===== config.mk =====
export PLATFORM = sky130hd
export DESIGN_NAME = jk_excite_ctrl
export DESIGN_NICKNAME = d
export VERILOG_FILES = /design/src/rtl/jk_pkg.sv /design/src/rtl/jk_excite.sv /design/src/rtl/jk_excite_ctrl.sv
export SDC_FILE = /design/constraint.sdc
export NUM_CORES = 1
export LEC_CHECK = 0
export CAP_MARGIN = 20
export CORE_MARGIN = 2
export CORE_UTILIZATION = 62
export CTS_CLUSTER_SIZE = 24
export DETAILED_ROUTE_END_ITERATION = 8
export DONT_BUFFER_PORTS = 1
export PLACE_DENSITY_LB_ADDON = 0.3
export SLEW_MARGIN = 20
export SYNTH_ARGS = -nofsm -noshare
export SYNTH_HDL_FRONTEND = slang
export SYNTH_SLANG_ARGS = --single-unit

===== constraint.sdc =====
create_clock -name clock -period 3.05 [get_ports clock]
set_clock_uncertainty 0.1 [all_clocks]
set_input_delay 0.7625 -clock clock [delete_from_list [all_inputs] [get_ports clock]]
set_output_delay 0.7625 -clock clock [all_outputs]
set_load 0.01 [all_outputs]

===== src/rtl/jk_pkg.sv =====
// Shared op codes, FSM encoding and default bank width for the JK excitation controller.
package jk_pkg;

  localparam int JK_WIDTH_DEF = 4;

  typedef enum logic [2:0] {
    OP_HOLD   = 3'd0,
    OP_LOAD   = 3'd1,
    OP_INC    = 3'd2,
    OP_DEC    = 3'd3,
    OP_CLR    = 3'd4,
    OP_TOGGLE = 3'd5,
    OP_SHL    = 3'd6,
    OP_RSVD   = 3'd7
  } jk_op_e;

  typedef enum logic [1:0] {
    ST_IDLE = 2'd0,
    ST_RUN  = 2'd1,
    ST_DONE = 2'd2
  } jk_state_e;

endpackage


===== src/rtl/jk_excite.sv =====
// One JK excitation cell: chooses j/k so a JK flip-flop currently at q lands on t.
module jk_excite (
  input  logic q,
  input  logic t,
  input  logic en,
  input  logic toggle,
  output logic j,
  output logic k
);

  always_comb begin
    j = 1'b0;
    k = 1'b0;
    if (en) begin
      if (toggle) begin
        j = 1'b1;
        k = 1'b1;
      end else begin
        j = ~q & t;
        k = q & ~t;
      end
    end
  end

endmodule


===== src/rtl/jk_excite_ctrl.sv =====
// Command sequencer that steps a downstream JK flip-flop bank toward an op-dependent
// target for cmd_count+1 cycles, then pulses done.
module jk_excite_ctrl
  import jk_pkg::*;
#(
  parameter int WIDTH = JK_WIDTH_DEF
) (
  input  logic             clock,
  input  logic             reset,
  input  logic             cmd_valid,
  output logic             cmd_ready,
  input  logic [2:0]       cmd_op,
  input  logic [WIDTH-1:0] cmd_data,
  input  logic [3:0]       cmd_count,
  input  logic [WIDTH-1:0] q_in,
  output logic [WIDTH-1:0] j_out,
  output logic [WIDTH-1:0] k_out,
  output logic             busy,
  output logic             done
);

  // state | meaning
  // IDLE  | ready for a command, JK bank held
  // RUN   | drive j/k toward the target every cycle, count steps down
  // DONE  | one-cycle completion pulse, JK bank held

  jk_state_e        state_q;
  jk_state_e        state_d;
  jk_op_e           op_q;
  logic [WIDTH-1:0] data_q;
  logic [3:0]       step_cnt_q;
  logic             run_en;
  logic             toggle_en;
  logic [WIDTH-1:0] target;

  always_ff @(posedge clock or posedge reset) begin
    if (reset) state_q <= ST_IDLE;
    else       state_q <= state_d;
  end

  always_ff @(posedge clock or posedge reset) begin
    if (reset) begin
      step_cnt_q <= 4'd0;
      op_q       <= OP_HOLD;
      data_q     <= '0;
    end else if (state_q == ST_IDLE && cmd_valid) begin
      step_cnt_q <= cmd_count;
      op_q       <= jk_op_e'(cmd_op);
      data_q     <= cmd_data;
    end else if (state_q == ST_RUN && step_cnt_q != 4'd0) begin
      step_cnt_q <= step_cnt_q - 4'd1;
    end
  end

  always_comb begin
    state_d = state_q;
    case (state_q)
      ST_IDLE: if (cmd_valid) state_d = ST_RUN;
      ST_RUN:  if (step_cnt_q == 4'd0) state_d = ST_DONE;
      ST_DONE: state_d = ST_IDLE;
      default: state_d = ST_IDLE;
    endcase
  end

  // cmd_ready is masked by reset because the state register already reads IDLE while reset is held.
  always_comb begin
    cmd_ready = 1'b0;
    busy      = 1'b0;
    done      = 1'b0;
    run_en    = 1'b0;
    case (state_q)
      ST_IDLE: cmd_ready = ~reset;
      ST_RUN: begin
        busy   = 1'b1;
        run_en = 1'b1;
      end
      ST_DONE: done = 1'b1;
      default: ;
    endcase
  end

  assign toggle_en = (op_q == OP_TOGGLE);

  always_comb begin
    target = q_in;
    case (op_q)
      OP_LOAD: target = data_q;
      OP_INC:  target = q_in + WIDTH'(1);
      OP_DEC:  target = q_in - WIDTH'(1);
      OP_CLR:  target = '0;
      OP_TOGGLE: target = ~q_in;
      OP_SHL: begin
        target    = q_in << 1;
        target[0] = data_q[0];
      end
      default: target = q_in;
    endcase
  end

  for (genvar i = 0; i < WIDTH; i++) begin : g_cell
    jk_excite u_cell (
      .q      (q_in[i]),
      .t      (target[i]),
      .en     (run_en),
      .toggle (toggle_en),
      .j      (j_out[i]),
      .k      (k_out[i])
    );
  end

endmodule


# After elaboration in Yosys (flattened, before gate mapping)
# Cells that the tools add are included.
# totals
reg_bits	13
input_bits	18
out_inout_bits	11
word_cells	67
# op_classes
addsub	3
n_eq_ne	10
muxes	25
bitwise	18
reduce_logical	7
# op_table
cell	count
$pmux 4 s6	1
$mux 1	19
$eq 3x3->1 const B	3
$not 1->1	9
$and 1x1->1	8
$mux 4	2
$sub 4x1->4 const B	2
$eq 3x2->1 const B	2
$add 4x1->4 const B	1
$logic_not 4->1	1
$mux 2	2
$not 4->4	1
$pmux 2 s2	1
$reduce_bool 4->1	1
$eq 3x1->1 const B	1
$eq 2x1->1 const B	1
$eq 2x2->1 const B	1
$logic_and 1x1->1	2
$logic_not 2->1	1
$ne 2x1->1 const B	1
$ne 2x2->1 const B	1
$reduce_and 2->1	1
$reduce_bool 2->1	1

# Longest topological paths before layout
# Gate-level depths: netlist of the first run.
# depth
ltp_word	6
ltp_mapped	9
depth_no_buf	7

# Hierarchy
# A second synthesis of the first run with hierarchy kept.
# unflattened
hier_cells	114
area_unflattened_um2	1016.0
# modules_own_cells
module	n_inst	cells_per_inst	area_each_um2	seq_area_each_um2
jk_excite_ctrl	1	98	905.9	325.3
jk_excite	4	4	27.5	0.0

# Worst setup path after synthesis of the first run
# Ideal clock, no wire load.
# synth_path
path_type	register to output
start	register op_q[0]
end	output port j_out[3]
arrival_time_ns	2.063
required_time_ns	2.188
path_slack_ns	0.125
stages_incl_launch_ff	10
path_buffers	3
cell_sequence	dfrtp_1 buf_4 clkbuf_1 and3_1 ha_1 a21o_1 a21oi_1 mux2i_1 o211a_1 buf_4
# synth_between
elab_chain_len	5
word_cells_on_any_way	10
classes_between	6 x eq/ne; 3 x mux; 1 x bitwise
# synth_lines
element	line	text
start: declaration	jk_excite_ctrl.sv:29	jk_op_e op_q;
start signal: assignment	jk_excite_ctrl.sv:48	op_q <= jk_op_e'(cmd_op);
$eq 3x3->1, or another cell as far along	jk_excite_ctrl.sv:86	case (op_q)
$pmux 4 s6	jk_excite_ctrl.sv:86	
$and 1x1->1	jk_excite.sv:19	j = ~q & t;
$mux 1 *	jk_excite.sv:15	if (toggle) begin
$mux 1 *	jk_excite.sv:14	if (en) begin
end: declaration	jk_excite_ctrl.sv:16	output logic [WIDTH-1:0] j_out,
# Mark *: on every way between the ends. The rest lies on a longest branch, timed or not.

# Worst setup path in the final report of the first run
# layout_path
start	register op_q[2]
end	output port k_out[1]
# layout_between
elab_chain_len	6
word_cells_on_any_way	11
classes_between	6 x eq/ne; 3 x mux; 2 x bitwise
# layout_lines
element	line	text
$eq 3x3->1, or another cell as far along	jk_excite_ctrl.sv:86	
$pmux 4 s6	jk_excite_ctrl.sv:86	
$not 1->1	jk_excite.sv:20	k = q & ~t;
$and 1x1->1	jk_excite.sv:20	
$mux 1 *	jk_excite.sv:15	
$mux 1 *	jk_excite.sv:14	
end: declaration	jk_excite_ctrl.sv:17	output logic [WIDTH-1:0] k_out,
# Marked as above.

==> qor.csv, run 1 <==
metric,value,unit
vdd_drop_max,0.605,mV
layout_common_cells,"dfrtp_1 (13), nand2_1 (10), inv_1 (8), o21ai_0 (8), a21oi_1 (8)",
status,finished clean,
first_global_vias,854,
finalPower,1250,uW
cts-buffers-inserted,3,
path_clk_slew,0.07,ns
stdcell_count,138,
synth-main-ff-cell,dfrtp_1,
start_kind,flip-flop,
synth-seq-cells,13,
dp_hpwl,1710,microns
cts-hold-fix-buffers,0,
clockBufferDepth,2,
grt_pass1_wl,3550,microns
startpoint,op_q[2],
ys_seq_area_share,29.9,%
cts_root_buffer,clkbuf_4,
fmax,333,MHz
rows,15,
finalHoldViolCount,0,
powerDensity,1130,nW/um^2
ys_types,47,
clk_latency,0.26,ns
fp.dieArea,2110,sq um
grt_max_degree,19,
post-place-cells,134,
tritoncts,yes,
vias_per_cell,6.41,
nets,144,
place.gp.congestion,0.876,
slew_headroom,67.8,%
fin_util,65.6,%
crit_path_max_fanout,3,
end_kind,output pin,
fin_crit,3.00,ns
wl_per_cell,15.8,microns
route.detailed.drc,0,
synth_area_per_cell,8.79,sq um
finalSetupViolCount,0,
synth_edf_count,0,
maxCapViolations,0,
routed_wl,2190,microns
worst_slew_pin_slew,0.482,ns
drt_iter0_drc,14,
critPathKind,reg2out,
ys_warn_count,0,
async_reset_ff_share,100,%
hold_path_class,in2async,
ios,29,
cts.sinks,13,
rrSetupSlack,1.33,ns
start_util,64.5,%
rsz0062_at_grt,yes,
ff2ff_path_depth,6,
core_area,1690,sq um
numPortBuffers,0,
antenna_found_initial,0,
drive_above_1_share,22.3,%
synthesis.area,1090,sq um
ant_nets,0,
syn_inst,124,
mostFrequentLayoutCell,dfrtp_1,
power.leakage,0.000495,uW
overflow,0,
synthesis.nets,146,
gr-usage-all-layers,23.5,%
slew_viol_final,0,
cts_max_level,1,
crit_required,2.19,ns
first_pass_iters,4,
fin_crit_sh,98.3,%
syn_to_final_growth,1.61,%
cp.arrival,2.14,ns
fp.dieW,45.9,microns
route.vias.total,885,
timing.rr.start,step_cnt_q[0],
antenna_cells,0,
die_h,45.9,microns
[sequential cells by signal (all words and copies together), names as in the netlist]
name / flops
state_q: 2
data_q: 4
op_q: 3
step_cnt_q: 4
[critical path, cell delays in order, from the launching register on]
cell and delay, ns:
dfrtp_1 0.39, inv_1 0.08, and3_1 0.24, fa_2 0.46, o22ai_1 0.28, o21ai_0 0.16
a21oi_1 0.28
[metal layers]
metal	wire length, microns	global-route usage, %	up-vias
met1	908	27.3	439
met4	16	10.3	0
met5	0	0	-
met3	90	4.76	2
li1	-	-	426
met2	1170	41.1	18
[cell usage after synthesis (all sizes together) (2+ instances only)]
cell	number	share of area (%)
nor3b	2	1.8
nor2	4	1.4
buf	12	7.6
nor2b	3	1.7
dfrtp	13	30
nand3	3	1.8
nand2b	5	2.9
mux2	6	6.2
a21oi	8	3.7
nand2	11	4.5
o221a	3	3.1
inv	9	3.1
nor3	4	1.8
xor2	2	1.6
ha	3	3.4
mux2i	2	1.8
xnor2	3	2.4
o21ai	8	3.7
clkbuf	2	0.80
[through the flow]
stage | worst slack (ns) | area [sq um] | TNS (ns) | hold slack [ns]
floorplan | 0.125 | 1090 | 0 | 0.372
global placement | 0.223 | 1070 | 0 | 0.386
detailed placement | 0.145 | 1070 | 0 | 0.412
CTS | 0.0352 | 1100 | 0 | 0.299
global route | -0.0300 | 1110 | -0.0300 | 0.328
finish | 0.0511 | 1110 | 0 | 0.298
[kinds of logic (layout without fill, tap and decap cells)]
group	after synthesis	in the layout	synth area share [%]
simple gates	40	40	21.6
fa+ha+maj	4	4	5.28
xor+xnor	5	5	4.02
buf+inv	23	20	11.5
mux	8	8	8.04
compound gates	31	31	19.7
flops	13	13	29.9
[final timing paths]
kind                                       to
min in group clock                  data_q[1]
worst min-delay path            step_cnt_q[1]
max in group asynchronous             op_q[1]
worst max register to register  step_cnt_q[1]
worst max-delay path                 k_out[1]
worst min register to register      data_q[1]
[report_power, final]
group / switching [uW] / leakage [uW] / internal (uW)
Clock: 49.0 / 0.0000150 / 50.6
Sequential: 52.5 / 0.000156 / 259
Combinational: 465 / 0.000325 / 377
Total: 567 / 0.000495 / 687
[area by class of cell]
class	instances	area [sq um]
multi-input cells	88	648
fillers	152	582
flip-flops and latches	13	325
repair buffers	7	52.6
inverters	9	33.8
clock buffers	4	26.3
well taps	17	21.3
[timing repair]
item,in CTS,in global routing
resized for setup,0,2
setup endpoints to repair,0,2
setup buffers,0,0
Power figures use the tool's default switching activity.
==> run 2: changes to the inputs <==
--- a/config.mk
+++ b/config.mk
@@ -12,6 +12,7 @@
 export DETAILED_ROUTE_END_ITERATION = 8
 export DONT_BUFFER_PORTS = 1
 export PLACE_DENSITY_LB_ADDON = 0.3
+export SETUP_SLACK_MARGIN = 0.1
 export SLEW_MARGIN = 20
 export SYNTH_ARGS = -nofsm -noshare
 export SYNTH_HDL_FRONTEND = slang
==> run 2 against run 1 <==
Global-route usage unchanged; final area increased by 4.1%; cell count increased by 0.72%; non-clock buffer count rose by 1; core utilization increased by 2.7 points; first-iteration DRC count fell by 79%; combinational power increased by 7.4%; total power rose by 5.1%; largest cell class unchanged.
==> qor.csv, run 2 (synthesis results as in run 1) <==
metric,value,unit
internal_power,719,uW
place.gp.congestion,0.876,
start_kind,flip-flop,
worst_slew_pin_slew,0.481,ns
cpPeakStageDelay,0.56,ns
finalSetupViolCount,0,
rows,15,
overflow,0,
cpMaxStageDelayCell,fa_2,
post-place-cells,134,
critPathKind,reg2out,
vias_per_cell,6.45,
vdd_drop_max,0.617,mV
seqPwrFrac,23.8,%
finalSetupTns,0,ns
grt_pass1_wl,3550,microns
stdcell_count,139,
clockBufferDepth,2,
gr-usage-all-layers,23.5,%
layout_common_cells,"dfrtp_1 (13), nand2_1 (10), inv_1 (8), o21ai_0 (8), buf_4 (8)",
antenna_found_initial,0,
pre_cts_ws,0.145,ns
cts_max_level,1,
drive_above_1_share,27.9,%
maxCapViolations,0,
fin_crit_sh,95.2,%
fin_util,68.2,%
wl_per_cell,16.2,microns
clkPwrFrac,7.6,%
hold_path_class,in2async,
cp_top_family,adder cells,
fin_crit,2.90,ns
route.vias.total,897,
tritoncts,yes,
clk_latency,0.26,ns
antenna_cells,0,
die_h,45.9,microns
fp.dieW,45.9,microns
slew_viol_final,0,
dp_hpwl,1710,microns
worstPathCellList,"and3_4, fa_2, o22ai_4, nor4b_2, o221a_1",
first_pass_iters,4,
powerDensity,1140,nW/um^2
cp.arrival,2.04,ns
crit_path_max_fanout,3,
routed_wl,2250,microns
ios,29,
cts.sinks,13,
drt_iter0_drc,3,
fin_ws,0.145,ns
fmax,344,MHz
cts-buffers-inserted,3,
numPortBuffers,0,
swShare,45.4,%
nets,145,
ant_nets,0,
crit_required,2.19,ns
route.detailed.drc,0,
mostFrequentLayoutCell,dfrtp_1,
first_global_vias,847,
status,finished clean,
grt_max_degree,19,
path_clk_slew,0.07,ns
rsz0062_at_grt,yes,
syn_to_final_growth,5.74,%
power.leakage,0.000503,uW
slew_headroom,67.9,%
cts_root_buffer,clkbuf_4,
combinationalPowerShare,68.7,%
reg.largest.list,"data_q: 4 flops, step_cnt_q: 4 flops, op_q: 3 flops",
fp.dieArea,2110,sq um
end_kind,output pin,
core_area,1690,sq um
cp_num_buf_inv,0,
finalHoldViolCount,0,
p_switching,597,uW
cts-hold-fix-buffers,0,
start_util,64.5,%
[run 2: cell count changes in the layout (fill, tap and decap cells not counted), sizes merged]
cell and change:
buf +1
[run 2: worst paths after layout]
path                               start             to  cells past startpoint  slack [ns]
max                              op_q[1]       j_out[1]                      5        0.15
min                                reset  step_cnt_q[1]                      1        0.30
max reg2reg                step_cnt_q[0]  step_cnt_q[1]                      6        1.33
min reg2reg                    data_q[1]      data_q[1]                      1        0.42
max in group asynchronous          reset        op_q[1]                      1        2.23
min in group clock             data_q[1]      data_q[1]                      1        0.42
[run 2: layout make-up]
cell class / count / area (sq um)
clock buffer: 4 / 26.3
fill: 147 / 537
inverter: 9 / 33.8
multi-input combinational: 88 / 686
sequential: 13 / 325
tap: 17 / 21.3
timing repair buffer: 8 / 60.1
[run 2: repair_timing]
| action | CTS | global route |
|---|---|---|
| pin swaps | 3 | 8 |
| endpoints found under the hold margin | 0 | 0 |
| gates resized for setup | 2 | 8 |
| endpoints found under the setup margin | 3 | 6 |
| setup buffers | 0 | 1 |
[run 2: layer usage]
metal  track usage, %  share of wire, %  vias to the layer above
li1                 -                 -                      427
met4             10.3              0.53                        0
met3             4.76               4.2                        2
met1             27.8                40                      448
met5                0                 0                        -
met2             40.6                55                       20
[run 2: power by group through the flow]
stage / Clock (uW) / Combinational, uW / Sequential, uW
final: 99.5 / 904 / 313
after global routing: 114 / 997 / 323
after CTS: 104 / 849 / 311
after detailed placement: 0 / 828 / 315
after global placement: 0 / 801 / 310
after floorplan: 0 / 756 / 302
[run 2: per-stage QoR]
| step | hold WS, ns | instance area [sq um] | total power [uW] |
|---|---|---|---|
| global route | 0.328 | 1150 | 1430 |
| finish | 0.298 | 1150 | 1320 |
| CTS | 0.299 | 1110 | 1260 |
| detailed placement | 0.412 | 1070 | 1140 |
| global placement | 0.386 | 1070 | 1110 |
| floorplan | 0.372 | 1090 | 1060 |
==> run 3: changes to the inputs <==
--- a/config.mk
+++ b/config.mk
@@ -7,7 +7,7 @@
 export LEC_CHECK = 0
 export CAP_MARGIN = 20
 export CORE_MARGIN = 2
-export CORE_UTILIZATION = 62
+export CORE_UTILIZATION = 51
 export CTS_CLUSTER_SIZE = 24
 export DETAILED_ROUTE_END_ITERATION = 8
 export DONT_BUFFER_PORTS = 1
==> run 3 against run 2 <==
Cell count rose by 5.8%; sequential power barely moved; sequential cell count did not move; highest routed layer is now met3; first-iteration DRC count rose to 12 times the previous value; die area rose by 20%; setup slack improved by 0.0032 ns; total power fell by 1.2%; largest cell class unchanged; combinational power fell by 2%; register-to-register slack improved by 0.04 ns; non-clock buffer count fell by 2.
==> qor.csv, run 3 (synthesis results as in run 1) <==
metric,value,unit
gr-usage-met2,30.7,%
rsz0062_at_grt,yes,
slew_viol_final,0,
drt_iter0_drc,37,
route.detailed.drc,0,
fin_crit_sh,95.1,%
top_usage_layer,met2,
finalInstanceArea,1160,sq um
cts.sinks,13,
grt_pass1_wl,3680,microns
cts_max_level,1,
clkPwrFrac,7.7,%
ios,29,
clockBufferDepth,2,
grt_max_degree,19,
cts-buffers-inserted,3,
cpMaxStageDelayCell,fa_2,
grtUsageMet3,5.65,%
finalHoldViolCount,0,
ant_nets,0,
swShare,45.6,%
fp.dieW,50.2,microns
start_kind,flip-flop,
worstPathCellList,"and3_4, fa_2, o22ai_4, nor4b_2, o221a_1",
syn_to_final_growth,6.43,%
path_clk_slew,0.08,ns
finalPower,1300,uW
power.leakage,0.000499,uW
wl_per_cell,14.6,microns
fp.dieArea,2520,sq um
layout_common_cells,"dfrtp_1 (13), nand2_1 (10), o21ai_0 (8), inv_1 (7)",
end_kind,output pin,
vdd_drop_max,0.737,mV
cts_root_buffer,clkbuf_4,
fmax,345,MHz
nets,143,
first_pass_iters,5,
maxCapViolations,0,
gr-usage-all-layers,18.7,%
finalSetupViolCount,0,
antenna_cells,0,
slew_headroom,67.6,%
antenna_found_initial,0,
clk_latency,0.27,ns
cp.arrival,2.04,ns
cpPeakStageDelay,0.57,ns
drive_above_1_share,28.3,%
first_global_vias,835,
hold_path_class,in2async,
status,finished clean,
route.vias.total,855,
routed_wl,2150,microns
die_h,50.2,microns
mostFrequentLayoutCell,dfrtp_1,
p_switching,592,uW
vias_per_cell,5.82,
combinationalPowerShare,68.1,%
rows,16,
powerDensity,1120,nW/um^2
grt_use_met1,25.3,%
reg.largest.list,"data_q: 4 flops, step_cnt_q: 4 flops, op_q: 3 flops",
critPathKind,reg2out,
finalSetupTns,0,ns
start_util,55.0,%
overflow,0,
core_area,1980,sq um
cts_post_setup_buffers_inserted,0,
dp_hpwl,1660,microns
cts-hold-fix-buffers,0,
crit_required,2.19,ns
place.gp.congestion,0.823,
crit_path_max_fanout,3,
placed_cell_area,1080,sq um
fin_crit,2.90,ns
tritoncts,yes,
seqPwrFrac,24.2,%
worst_slew_pin_slew,0.485,ns
numPortBuffers,0,
internal_power,708,uW
-- run 3: power by group through the flow --
stage	clock network, uW	logic, uW	registers, uW
floorplan	0	756	302
global placement	0	795	313
detailed placement	0	817	315
CTS	106	838	312
global route	115	975	325
finish	100	886	315
-- run 3: critical path: cells and delay by family, from the launching register on --
| kind | cells | cell delay, ns |
|---|---|---|
| flip-flops | 1 | 0.39 |
| AO/OA/AOI/OAI | 2 | 0.36 |
| AND/OR/NAND/NOR | 2 | 0.46 |
| adder cells (fa/ha/maj) | 1 | 0.57 |
-- run 3: path summary, 6_finish.rpt --
path,start,end,slack (ns),cells past startpoint
max in group asynchronous,reset,state_q[0],2.23,1
hold reg to reg,data_q[1],data_q[1],0.43,1
min in group clock,data_q[1],data_q[1],0.43,1
setup reg to reg,step_cnt_q[0],step_cnt_q[1],1.37,6
setup / recovery,op_q[0],j_out[1],0.15,5
hold / removal,reset,step_cnt_q[1],0.30,1
-- run 3: per-layer routing --
metal / vias to the layer above / share of wire, %
li1: 426 / -
met1: 399 / 46
met2: 30 / 47
met3: 0 / 6.7
met4: 0 / 0
met5: - / 0
-- run 3: timing repair --
item                       CTS  global route
cloned                       0             0
hold endpoints to repair     0             0
gates resized for setup      4             8
pin swaps                    3             5
setup endpoints to repair    5             5
-- run 3: layout make-up --
cell class | instances | area (sq um)
clock buffer | 3 | 22.5
clock inverter | 1 | 5.00
fill | 177 | 822
inverter | 9 | 33.8
multi-input combinational | 88 | 694
sequential | 13 | 325
tap | 27 | 33.8
timing repair buffer | 6 | 45.0
-- run 3: through the flow --
step                std cells  hold slack (ns)  setup slack, ns  utilization (%)
floorplan                 124            0.372            0.125                -
global placement          143            0.391            0.218             54.4
detailed placement        143            0.408            0.168             54.4
CTS                       147            0.298            0.102             56.5
global route              147            0.317           0.0620             58.5
finish                    147            0.295            0.148             58.5
